File: src/rtl/pipe_stage.sv
// pipe_stage: single-entry-plus-skid pipeline register with valid/ready
// handshaking on both sides. The main register drives out_data and the skid
// register catches the beat accepted while the downstream stalls. This lets
// in_ready come straight from a flop without losing throughput.
//
// Optional feature: define PIPE_STAGE_FLUSH_EN to make the flush input
// discard every held beat. Without the macro, flush is ignored and no flush
// logic is built.
module pipe_stage #(
  parameter int               WIDTH     = 32,
  parameter logic [WIDTH-1:0] RESET_VAL = '0
) (
  input  logic             clk,
  input  logic             clr,
  input  logic             in_valid,
  output logic             in_ready,
  input  logic [WIDTH-1:0] in_data,
  output logic             out_valid,
  input  logic             out_ready,
  output logic [WIDTH-1:0] out_data,
  input  logic             flush,
  output logic [1:0]       occ
);

  // Occupancy states: nothing held, main only, main plus skid.
  typedef enum logic [1:0] {
    ST_EMPTY = 2'd0,
    ST_ONE   = 2'd1,
    ST_TWO   = 2'd2
  } state_t;

  state_t           state_r;
  state_t           state_s;
  logic [WIDTH-1:0] main_r;
  logic [WIDTH-1:0] main_s;
  logic [WIDTH-1:0] skid_r;
  logic [WIDTH-1:0] skid_s;
  logic             in_ready_r;
  logic             in_ready_s;
  logic             out_valid_r;
  logic             out_valid_s;
  logic [1:0]       occ_r;
  logic [1:0]       occ_s;

  logic             in_fire_s;
  logic             out_fire_s;

`ifndef PIPE_STAGE_FLUSH_EN
  // The flush pin stays on the port list so both builds share one footprint.
  logic             unused_flush;
  assign unused_flush = flush;
`endif

  // Handshakes use the registered flags, which mirror the current state.
  assign in_fire_s  = in_valid & in_ready_r;
  assign out_fire_s = out_valid_r & out_ready;

  // Next-state, storage update and next registered outputs.
  always_comb begin
    state_s     = state_r;
    main_s      = main_r;
    skid_s      = skid_r;
    in_ready_s  = 1'b1;
    out_valid_s = 1'b0;
    occ_s       = 2'd0;

    case (state_r)
      ST_EMPTY: begin
        if (in_fire_s) begin
          state_s = ST_ONE;
          main_s  = in_data;
        end else begin
          state_s = ST_EMPTY;
        end
      end
      ST_ONE: begin
        if (in_fire_s && out_fire_s) begin
          state_s = ST_ONE;
          main_s  = in_data;
        end else if (out_fire_s) begin
          // Main keeps the delivered value so out_data holds it while empty.
          state_s = ST_EMPTY;
        end else if (in_fire_s) begin
          state_s = ST_TWO;
          skid_s  = in_data;
        end else begin
          state_s = ST_ONE;
        end
      end
      ST_TWO: begin
        if (out_fire_s) begin
          state_s = ST_ONE;
          main_s  = skid_r;
        end else begin
          state_s = ST_TWO;
        end
      end
      default: begin
        state_s = ST_EMPTY;
        main_s  = RESET_VAL;
        skid_s  = RESET_VAL;
      end
    endcase

`ifdef PIPE_STAGE_FLUSH_EN
    // Flush drops held beats and any beat taken in the same cycle.
    if (flush) begin
      state_s = ST_EMPTY;
      main_s  = RESET_VAL;
      skid_s  = RESET_VAL;
    end else begin
      state_s = state_s;
    end
`endif

    case (state_s)
      ST_EMPTY: begin
        in_ready_s  = 1'b1;
        out_valid_s = 1'b0;
        occ_s       = 2'd0;
      end
      ST_ONE: begin
        in_ready_s  = 1'b1;
        out_valid_s = 1'b1;
        occ_s       = 2'd1;
      end
      ST_TWO: begin
        in_ready_s  = 1'b0;
        out_valid_s = 1'b1;
        occ_s       = 2'd2;
      end
      default: begin
        in_ready_s  = 1'b1;
        out_valid_s = 1'b0;
        occ_s       = 2'd0;
      end
    endcase
  end

  // State, storage and output flags; clr wins over every transfer and flush.
  always_ff @(posedge clk) begin
    if (clr) begin
      state_r     <= ST_EMPTY;
      main_r      <= RESET_VAL;
      skid_r      <= RESET_VAL;
      in_ready_r  <= 1'b1;
      out_valid_r <= 1'b0;
      occ_r       <= 2'd0;
    end else begin
      state_r     <= state_s;
      main_r      <= main_s;
      skid_r      <= skid_s;
      in_ready_r  <= in_ready_s;
      out_valid_r <= out_valid_s;
      occ_r       <= occ_s;
    end
  end

  assign in_ready  = in_ready_r;
  assign out_valid = out_valid_r;
  assign out_data  = main_r;
  assign occ       = occ_r;

endmodule

File: config.mk
export PLATFORM = sky130hd
export DESIGN_NAME = pipe_stage
export DESIGN_NICKNAME = d
export VERILOG_FILES = /design/src/rtl/pipe_stage.sv
export SDC_FILE = /design/constraint.sdc
export NUM_CORES = 1
export LEC_CHECK = 0
export CAP_MARGIN = 20
export CORE_UTILIZATION = 50
export DETAILED_ROUTE_END_ITERATION = 10
export PLACE_DENSITY = 0.84
export SETUP_SLACK_MARGIN = 0.02
export SYNTH_ARGS = -nofsm -noshare
export SYNTH_HDL_FRONTEND = slang
export SYNTH_SLANG_ARGS = --single-unit
File: constraint.sdc
create_clock -name clk -period 2.1 [get_ports clk]
set_input_delay 0.42 -clock clk [delete_from_list [all_inputs] [get_ports clk]]
set_output_delay 0.42 -clock clk [all_outputs]
set_load 0.1 [all_outputs]
After elaboration in Yosys (flattened, before gate mapping) --
Cells that the tools add are included.
Word-level totals: register bits after elaboration 70, bits of input ports 37, output and inout port bits 36, word-level logic and storage cells 41
Operators by class: equal/unequal tests 10, multiplexer cells 16, bitwise gates (word level) 3, reduce and logical (&&, ||, !) cells 6
Operator list (number):
- $mux W32 | 5
- $pmux W32 S3 | 1
- $pmux W32 S2 | 1
- $ne A2 B2 Y1 const B | 6
- $mux W2 | 4
- $pmux W2 S3 | 1
- $eq A2 B1 Y1 const B | 2
- $eq A2 B2 Y1 const B | 2
- $pmux W2 S2 | 1
- $reduce_and A4 Y1 | 1
- $reduce_or A2 Y1 | 2
- $mux W1 | 3
- $reduce_and A3 Y1 | 1
- $and A1 B1 Y1 | 2
- $logic_not A2 Y1 | 1
- $logic_and A1 B1 Y1 | 1
- $not A1 Y1 | 1

Longest topological paths before layout --
Gate-level depths: netlist (run 1).
word-level depth 8, depth in mapped cells 9, gate-level depth less buffers 6

Worst setup path after synthesis (run 1) --
OpenSTA, ideal clock, no wires.
kind register to register, start point reg in_ready_r, in the netlist in_ready, end point reg occ_r[0], in the netlist occ[0], setup time 128 ps, data arrival time 2247 ps, slack -274 ps, stages on the path, launching flop included 7, path buffers 0, cell sequence dfxtp_1 nand2_1 mux2_2 a22oi_1 inv_1 ha_1 nor2b_1
Between the ends: word-level cells in the longest chain between the ends 7
Ends and longest elaborated chain:
- from (decl) | line 38 | logic in_ready_r;
- from (signal assigned) | line 153 | in_ready_r <= in_ready_s;
- $and A1 B1 Y1 (*) | line 55 | assign in_fire_s = in_valid & in_ready_r;
- $mux W2 | line 83 | end else if (in_fire_s) begin
- $mux W2 | line 80 | end else if (out_fire_s) begin
- $mux W2 | line 77 | if (in_fire_s && out_fire_s) begin
- $pmux W2 S3 (*) | line 67 | case (state_r)
- net state_s[0] | line 33 | state_t state_s;
- $eq A2 B2 Y1 / $eq A2 B1 Y1 (equally long branches) | line 116 | case (state_s)
- $pmux W2 S2 (*) | line 116
- net occ_s[0] | line 43 | logic [1:0] occ_s;
- to (signal assigned) | line 155 | occ_r <= occ_s;
- to (decl) | line 42 | logic [1:0] occ_r;
The timed path passes the listed nets; every way through them passes the cells marked *. A chain may end at the register's enable or synchronous reset.

Final worst setup path (run 1) --
start point in out_ready, end point reg occ_r[0], in the netlist occ[0]
Between the ends: word-level cells in the longest chain between the ends 6
Ends and longest elaborated chain:
- from (decl) | line 19 | input logic out_ready,
- $and A1 B1 Y1 (*) | line 56 | assign out_fire_s = out_valid_r & out_ready;
- $mux W2 / $logic_and A1 B1 Y1 (equally long branches) | line 80, 77
- $mux W2 | line 77
- $pmux W2 S3 (*) | line 67
- net state_s[0] | line 33
- $eq A2 B2 Y1 / $eq A2 B1 Y1 (equally long branches) | line 116
- $pmux W2 S2 (*) | line 116
- net occ_s[0] | line 43
Marked as above.

==> run summary, run 1 <==
CP Class -> input port to register
First-pass GRT wire length -> 11790 µm
Vias/cell -> 5.662
Worst-skew pair later-pin latency -> 0.34 ns
Initial DRT Pass Iterations -> 6
Final cycle utilization of the critical path -> 87.91%
DR WL/cell -> 13.70 µm
PwrDens -> 969.7 nW/µm²
Hpwl dp -> 4526 µm
Clock Sinks -> 70
Synth Area in Compound Gates -> 28.17%
Tot GR Track Use -> 22.95%
Overall die height -> 81.70 µm
CTS tree -> yes
Max rail drop VDD -> 0.0005535 V
Tightest Pin Transition -> 0.4686 ns
Max Clock Freq -> 541.7 MHz
Reg2reg start -> in_ready
Core ar. -> 6026 µm²
Clk_skew -> 0.008165 ns
TritonCTS buffer count -> 9
Status -> completed
Post-Synth Simple-Gate Area -> 19.19%
Largest family of logic cells by synthesized area -> compound AO/OA/AOI/OAI gates
ANT nets after route -> 0
H-tree lvl count -> 3
R2r endpoint -> occ[0]
Leakage power -> 1.534 nW
Number of global-route vias before repair -> 2654
Seq cells post-synth -> 70
Rel. slew slack -> 68.76%
Hold Buf Count CTS -> 0
Synth Cell Area -> 3176 µm²
Post-synthesis cell type count -> 26
Hold endpoint -> skid_r[20]
Antenna Cells -> 0
Hold path cells -> 2
Syn Area/Cell -> 8.039 µm²
Gpl congestion -> 0.7255
Remaining DRCs -> 0
Initial antenna violation count -> 0
CP startpoint kind -> input port
Tmin final -> 1.846 ns
Max-slew violation count -> 0
Synthesis warning total -> 0
Cells after DPL -> 519
Layout Area Growth over Synthesis -> 28.84%
Nets -> 495
Worst EP required -> 2.32 ns
Die X -> 81.70 µm
Initial Utilization -> 52.70%
IO Pins -> 73
Commonest non-fill, non-tap cell in the layout -> dfxtp_1
Setup_tns -> 0 ns
Setup repair bufs after CTS -> 0
Root buffer cell -> clkbuf_8
Multiplexer area fraction after synthesis -> 0.3546%
Sequential cell area fraction in the yosys report -> 44.13%
Final hold violation count -> 0
Clock tree buffer depth -> 2
Crit path max fanout -> 4
Routed vias -> 3029
R2R Setup Slk -> 0.46 ns
Commonest non-fill, non-tap cells in the layout -> 67 x dfxtp_1, 64 x a21oi_1, 62 x o21ai_0
RSZ-0062 raised after global routing -> false
Overflow after GRT -> 0
Share of cells above drive strength 1 -> 17.83%
DR iter-0 viols -> 130
Port bufs -> 71
Hold_sp -> clr
Die footprint -> 6674 µm²
XOR/XNOR share of the synthesized area -> 0%
Pin count of the biggest net entering global routing -> 66
Max Cap Viol -> 0
Worst EP arrival -> 2.07 ns
Post-Synth Adder-Cell Area -> 1.182%
Non-filler cells in the finished layout -> 535
Final wirelength -> 7327 µm
Worst setup EP type -> register
Worst hold path class -> input port to register
Rows -> 28
Syn_nets -> 435
Resized Gates After CTS -> 0
R2R depth -> 6
Final setup vio count -> 0
Post-synthesis cell count -> 395
Reg clk slew, reported paths -> 0.07 ns
critical path, cell delays in order:
cell and delay (ns):
clkdlybuf4s50_1 0.52, a21boi_1 0.11, mux2_2 0.28, a22oi_1 0.33
inv_1 0.09, ha_1 0.19, nor2b_1 0.12
cell type report:
class                      count  area, µm²
clock buffer                  10      137.6
fill                         503       1934
timing repair buffer          90      808.3
multi-input combinational    280       1570
clock inverter                 6      61.31
inverter                       4      15.01
sequential                    70       1405
tap                           75      93.84
logic make-up after synthesis:
group / after synthesis
buffers and inverters: 45
and+or+nand+nor: 109
muxes: 1
AOI/OAI and AO/OA: 167
DFF: 70
adders and majority gates: 3
power breakdown:
group          internal (W)  total (W)  switching [W]
Clock              0.000576    0.00109       0.000511
Combinational      0.000400    0.00137       0.000972
Sequential          0.00144    0.00151      0.0000645
synthesized netlist by cell type:
library cell | instances | area share (%)
o21ai_1 | 4 | 0.63
nor2b_1 | 34 | 6.7
a21oi_1 | 65 | 10
buf_1 | 2 | 0.24
buf_6 | 5 | 1.8
nor2_1 | 3 | 0.35
nor2b_4 | 1 | 0.43
a31oi_1 | 33 | 6.5
nor3_1 | 1 | 0.16
nand3_1 | 1 | 0.16
clkbuf_1 | 30 | 3.5
o21ai_0 | 62 | 9.8
mux2_2 | 1 | 0.35
a22o_4 | 1 | 0.55
inv_1 | 3 | 0.35
and2_1 | 1 | 0.20
buf_4 | 4 | 0.95
dfxtp_1 | 70 | 44
nand2b_1 | 1 | 0.20
inv_2 | 1 | 0.12
ha_1 | 3 | 1.2
a22oi_1 | 1 | 0.24
or3_1 | 32 | 6.3
nor4_4 | 1 | 0.67
a21boi_1 | 1 | 0.24
nand2_1 | 34 | 4.0
through the flow:
step,total power (W),setup WS (ns),area [µm²],hold WS (ns),utilization [%]
5_1_grt,0.004151,0.1565,4091,0.2643,67.90
3_5_place_dp,0.002910,-0.1078,3892,0.4643,64.60
2_1_floorplan,0.002559,0.1109,3178,0.4497,-
6_report,0.003967,0.2538,4091,0.2615,67.90
3_3_place_gp,0.002883,-0.05815,3892,0.4569,64.60
4_1_cts,0.003990,0.2634,4091,0.2452,67.90
routing by layer:
layer	wire length [µm]	vias to the layer above	GRT usage, %
li1	-	1515	-
met4	102	0	9.649
met3	421	10	4.889
met5	0	-	0
met2	3590	82	39.92
met1	3212	1422	27.24
state kept, by name, summed over array words and instances (netlist names):
register,cells
skid_r,32
occ,2
in_ready,1
state_r,2
out_valid,1
out_data,32
how the worst max path moves through the flow:
stage              start     end  depth (start not counted)
6_report       out_ready  occ[0]                          7
2_1_floorplan   in_ready  occ[0]                          6
5_1_grt        out_ready  occ[0]                          7
3_5_place_dp   out_ready  occ[0]                          7
4_1_cts        out_ready  occ[0]                          7
3_3_place_gp   out_ready  occ[0]                          7
Note: power is estimated with default switching activity, not from simulation.
==> run 2: changes to the inputs <==
--- a/constraint.sdc
+++ b/constraint.sdc
@@ -3,2 +3,2 @@
 set_output_delay 0.42 -clock clk [all_outputs]
-set_load 0.1 [all_outputs]
+set_load 0.05 [all_outputs]
==> run summary, run 2 (synthesis gave the netlist of run 1 again) <==
Worst EP arrival -> 1.56 ns
R2R Setup Slk -> 0.43 ns
Antenna Cells -> 0
Leakage power -> 1.459 nW
Routed vias -> 3029
Tightest Pin Transition -> 0.5410 ns
Reg2reg start -> in_ready
Worst EP required -> 1.68 ns
Combinational power share -> 31.1%
Reg clk slew, reported paths -> 0.07 ns
CP peak stage delay -> 0.83 ns
Die footprint -> 6674 µm²
Port bufs -> 71
RSZ-0062 raised after global routing -> false
Setup repair bufs after CTS -> 0
Reg power frac -> 42.2%
Setup_tns -> 0 ns
Overall die height -> 81.70 µm
Sw Ratio -> 33.87%
Tmin final -> 1.981 ns
Die X -> 81.70 µm
Root buffer cell -> clkbuf_8
Psw -> 0.001209 W
Clock tree buffer depth -> 2
CP startpoint kind -> register
Commonest non-fill, non-tap cells in the layout -> 69 x dfxtp_1, 69 x clkdlybuf4s50_1, 64 x a21oi_1
Share of cells above drive strength 1 -> 8.913%
Initial antenna violation count -> 0
Tot GR Track Use -> 22.66%
Number of global-route vias before repair -> 2621
R2r endpoint -> occ[0]
Pre-CTS setup slack -> -0.1002 ns
Core ar. -> 6026 µm²
Vias/cell -> 5.662
Rel. slew slack -> 63.93%
Final setup vio count -> 0
Clk pwr share -> 26.7%
Nets -> 496
Max-slew violation count -> 0
Worst hold path class -> register to register
Fin worst setup slack -> 0.1190 ns
Worst-skew pair later-pin latency -> 0.34 ns
IO Pins -> 73
Max Clock Freq -> 504.8 MHz
Final cycle utilization of the critical path -> 94.34%
Pin count of the biggest net entering global routing -> 57
Max Cap Viol -> 0
CP Class -> register to output port
Final hold violation count -> 0
H-tree lvl count -> 3
Hpwl dp -> 4594 µm
Clock Sinks -> 70
Rows -> 28
Initial Utilization -> 52.70%
Critical Path, Cell by Cell -> clkdlybuf4s50_1
DR iter-0 viols -> 185
Placed inst area -> 3988 µm²
Design Area, Final -> 4158 µm²
Crit path max-delay family -> buffers and inverters
Final wirelength -> 7235 µm
Hold_sp -> skid_r[24]
CTS tree -> yes
ANT nets after route -> 0
DR WL/cell -> 13.52 µm
Max rail drop VDD -> 0.0004817 V
Hold path cells -> 2
Status -> completed
Initial DRT Pass Iterations -> 4
Gpl congestion -> 0.7436
PwrDens -> 858.6 nW/µm²
Crit path buf inv count -> 1
First-pass GRT wire length -> 11500 µm
Worst setup EP type -> output port
Overflow after GRT -> 0
Layout Area Growth over Synthesis -> 30.93%
Crit path max fanout -> 5
R2R depth -> 6
Internal power -> 0.002361 W
Remaining DRCs -> 0
TritonCTS buffer count -> 9
CP max-delay cell -> clkdlybuf4s50_1
Hold endpoint -> skid_r[24]
Clk_skew -> 0.005332 ns
## run 2: cell count changes in the layout (fill, tap and decap cells not counted), moves of 2 or more
cell	delta
buf_4	-35
clkdlybuf4s50_1	+35
clkbuf_1	+3
clkinv_2	-2
dfxtp_1	+2
dfxtp_2	-2
## run 2: timing repair
item                                    in CTS  in global routing
gates resized for setup                      0                  1
hold buffers                                 0                  0
endpoints found under the setup margin       0                  1
## run 2: worst max path at each step
stage                    from   endpoint  slack (ns)  depth (start not counted)
floorplan            in_ready     occ[0]        0.13                          6
detailed placement  out_ready     occ[0]       -0.10                          7
global route        out_valid  out_valid        0.05                          1
global placement    out_ready     occ[0]       -0.06                          7
finish              out_valid  out_valid        0.12                          1
CTS                  in_ready   in_ready        0.04                          1
## run 2: metrics by stage
| stage | std cells | hold WS, ns | utilization [%] | total power (W) |
|---|---|---|---|---|
| floorplan | 395 | 0.4497 | - | 0.002270 |
| global placement | 520 | 0.4568 | 66.18 | 0.002620 |
| detailed placement | 520 | 0.4644 | 66.18 | 0.002644 |
| CTS | 535 | 0.4733 | 68.96 | 0.003588 |
| global route | 535 | 0.4953 | 69.00 | 0.003756 |
| finish | 535 | 0.4732 | 69.00 | 0.003570 |
## run 2: worst reg2reg max path: cells and delay by family (launching register included)
family,cells,cell delay [ns]
flip-flops,1,0.43
AO/OA/AOI/OAI,1,0.33
multiplexers,1,0.28
AND/OR/NAND/NOR,2,0.23
adder cells (fa/ha/maj),1,0.19
buffers and inverters,1,0.08
## run 2: final cells by class
class,count,area (µm²)
Fill cell,508,1868
Tap cell,75,93.84
Timing Repair Buffer,91,908.4
Sequential cell,70,1403
Clock buffer,14,162.7
Inverter,4,15.01
Multi-Input combinational cell,280,1570
Clock inverter,1,5.005
## run 2: per-layer routing
layer  wire length (µm)  global-route usage, %  up-vias
met1               3242                  27.60     1417
met4                101                  8.772        0
met5                  0                      0        -
met3                341                  5.333       10
met2               3549                  38.58       82
li1                   -                      -     1520
## run 2: power groups by stage
stage               clock, W  combinational, W  sequential [W]
global placement           0           0.00109         0.00153
detailed placement         0           0.00111         0.00154
floorplan                  0          0.000480         0.00179
CTS                 0.000969           0.00111         0.00151
global route         0.00104           0.00120         0.00152
finish              0.000953           0.00111         0.00151
==> run 3: changes to the inputs <==
CORE_MARGIN = 2   (was default)
==> run summary, run 3 (synthesis gave the netlist of run 1 again) <==
Nets -> 496
TritonCTS buffer count -> 9
Max-slew violation count -> 0
CTS tree -> yes
PwrDens -> 886.0 nW/µm²
Clock Sinks -> 70
Overflow after GRT -> 0
Initial antenna violation count -> 0
Area of the multi-input gates -> 1570 µm²
Gpl congestion -> 0.7323
Design Area, Final -> 4188 µm²
Port bufs -> 71
Max rail drop VDD -> 0.0005848 V
End point of the critical path -> in_ready
Max Cap Viol -> 0
Core ar. -> 6241 µm²
Clock tree buffer depth -> 2
Clk_skew -> 0.007559 ns
CP peak stage delay -> 0.84 ns
Vias/cell -> 5.597
Cell count along the critical path -> 1
Worst hold path class -> register to register
Commonest non-fill, non-tap cell in the layout -> clkdlybuf4s50_1
Initial DRT Pass Iterations -> 4
Status -> completed
Storage element area -> 1403 µm²
DR WL/cell -> 13.92 µm
Fillers -> 540
Commonest non-fill, non-tap cells in the layout -> 70 x clkdlybuf4s50_1, 69 x dfxtp_1, 64 x a21oi_1
Reg clk slew, reported paths -> 0.08 ns
DR iter-0 viols -> 197
R2R Setup Slk -> 0.35 ns
ANT nets after route -> 0
Final hold violation count -> 0
IO Pins -> 73
Critical Path, Cell by Cell -> clkdlybuf4s50_1
Rel. slew slack -> 65.59%
Leakage power -> 1.472 nW
Initial Utilization -> 50.88%
Routed vias -> 3011
Hpwl dp -> 4589 µm
Tmin final -> 2.047 ns
Worst setup EP type -> output port
Crit path buf inv count -> 1
Placed inst area -> 3990 µm²
First-pass GRT wire length -> 12600 µm
Max Clock Freq -> 488.5 MHz
Setup repair bufs after CTS -> 0
Overall die height -> 83.70 µm
Cells after DPL -> 522
Reg2reg start -> in_ready
CP Launch Point -> in_ready
Resized Gates After CTS -> 0
R2R depth -> 6
Die footprint -> 7005 µm²
CP max-delay cell -> clkdlybuf4s50_1
Tot GR Track Use -> 21.61%
Crit path max fanout -> 4
Share of cells above drive strength 1 -> 9.761%
Remaining DRCs -> 0
Layout Area Growth over Synthesis -> 31.88%
Final cycle utilization of the critical path -> 97.47%
Pin count of the biggest net entering global routing -> 71
Number of global-route vias before repair -> 2936
Hold_sp -> skid_r[25]
R2r endpoint -> occ[0]
H-tree lvl count -> 3
RSZ-0062 raised after global routing -> false
WHS -> 0.4712 ns
Tightest Pin Transition -> 0.5145 ns
CP Class -> register to output port
Worst-skew pair later-pin latency -> 0.35 ns
Final setup vio count -> 0
Final wirelength -> 7491 µm
Non-filler cells in the finished layout -> 538
Antenna Cells -> 0
Die X -> 83.70 µm
CP startpoint kind -> register
Worst EP required -> 1.68 ns
Rows -> 29
Root buffer cell -> clkbuf_8
Hold Buf Count CTS -> 0
Crit path max-delay family -> buffers and inverters
Worst EP arrival -> 1.63 ns
## run 3: cell count changes in the layout (fill, tap and decap cells not counted), sizes merged
cell | before | now
bufinv | 0 | 1
clkbuf | 14 | 9
clkdlybuf4s50 | 69 | 70
clkinv | 1 | 4
clkinvlp | 0 | 1
dlymetal6s2s | 1 | 0
inv | 4 | 5
## run 3: worst min-delay path by stage
stage            endpoint  cells past startpoint
2_1_floorplan   skid_r[0]                      2
3_3_place_gp    skid_r[9]                      2
3_5_place_dp   skid_r[22]                      2
4_1_cts        skid_r[22]                      2
5_1_grt        skid_r[22]                      2
6_report       skid_r[25]                      2
## run 3: routing by layer
| layer | routed length [µm] | global-route usage, % |
|---|---|---|
| met3 | 304 | 5.143 |
| met2 | 3667 | 37.24 |
| met4 | 138 | 9.384 |
| met5 | 0 | 0 |
| met1 | 3380 | 25.58 |
## run 3: cell type report
| cell class | count | area share [%] |
|---|---|---|
| multi-input combinational | 280 | 37.50 |
| sequential | 70 | 33.49 |
| timing repair buffer | 91 | 21.63 |
| clock buffer | 9 | 2.958 |
| tap | 77 | 2.301 |
| clock inverter | 7 | 1.763 |
| inverter | 4 | 0.3585 |
## run 3: per-stage QoR
step	util, %	setup TNS, ns	total power [W]	setup WS (ns)
5_1_grt	67.10	0	0.003894	0.02767
3_5_place_dp	63.93	-0.2927	0.002648	-0.1332
3_3_place_gp	63.93	-0.05197	0.002620	-0.05197
4_1_cts	67.10	0	0.003735	0.03951
6_report	67.10	0	0.003711	0.05304
2_1_floorplan	-	0	0.002270	0.1285
## run 3: report_power, final
group	switching, W	internal [W]
Sequential	0.0000598	0.00144
Combinational	0.000691	0.000429
Clock	0.000536	0.000552
Total	0.00129	0.00242
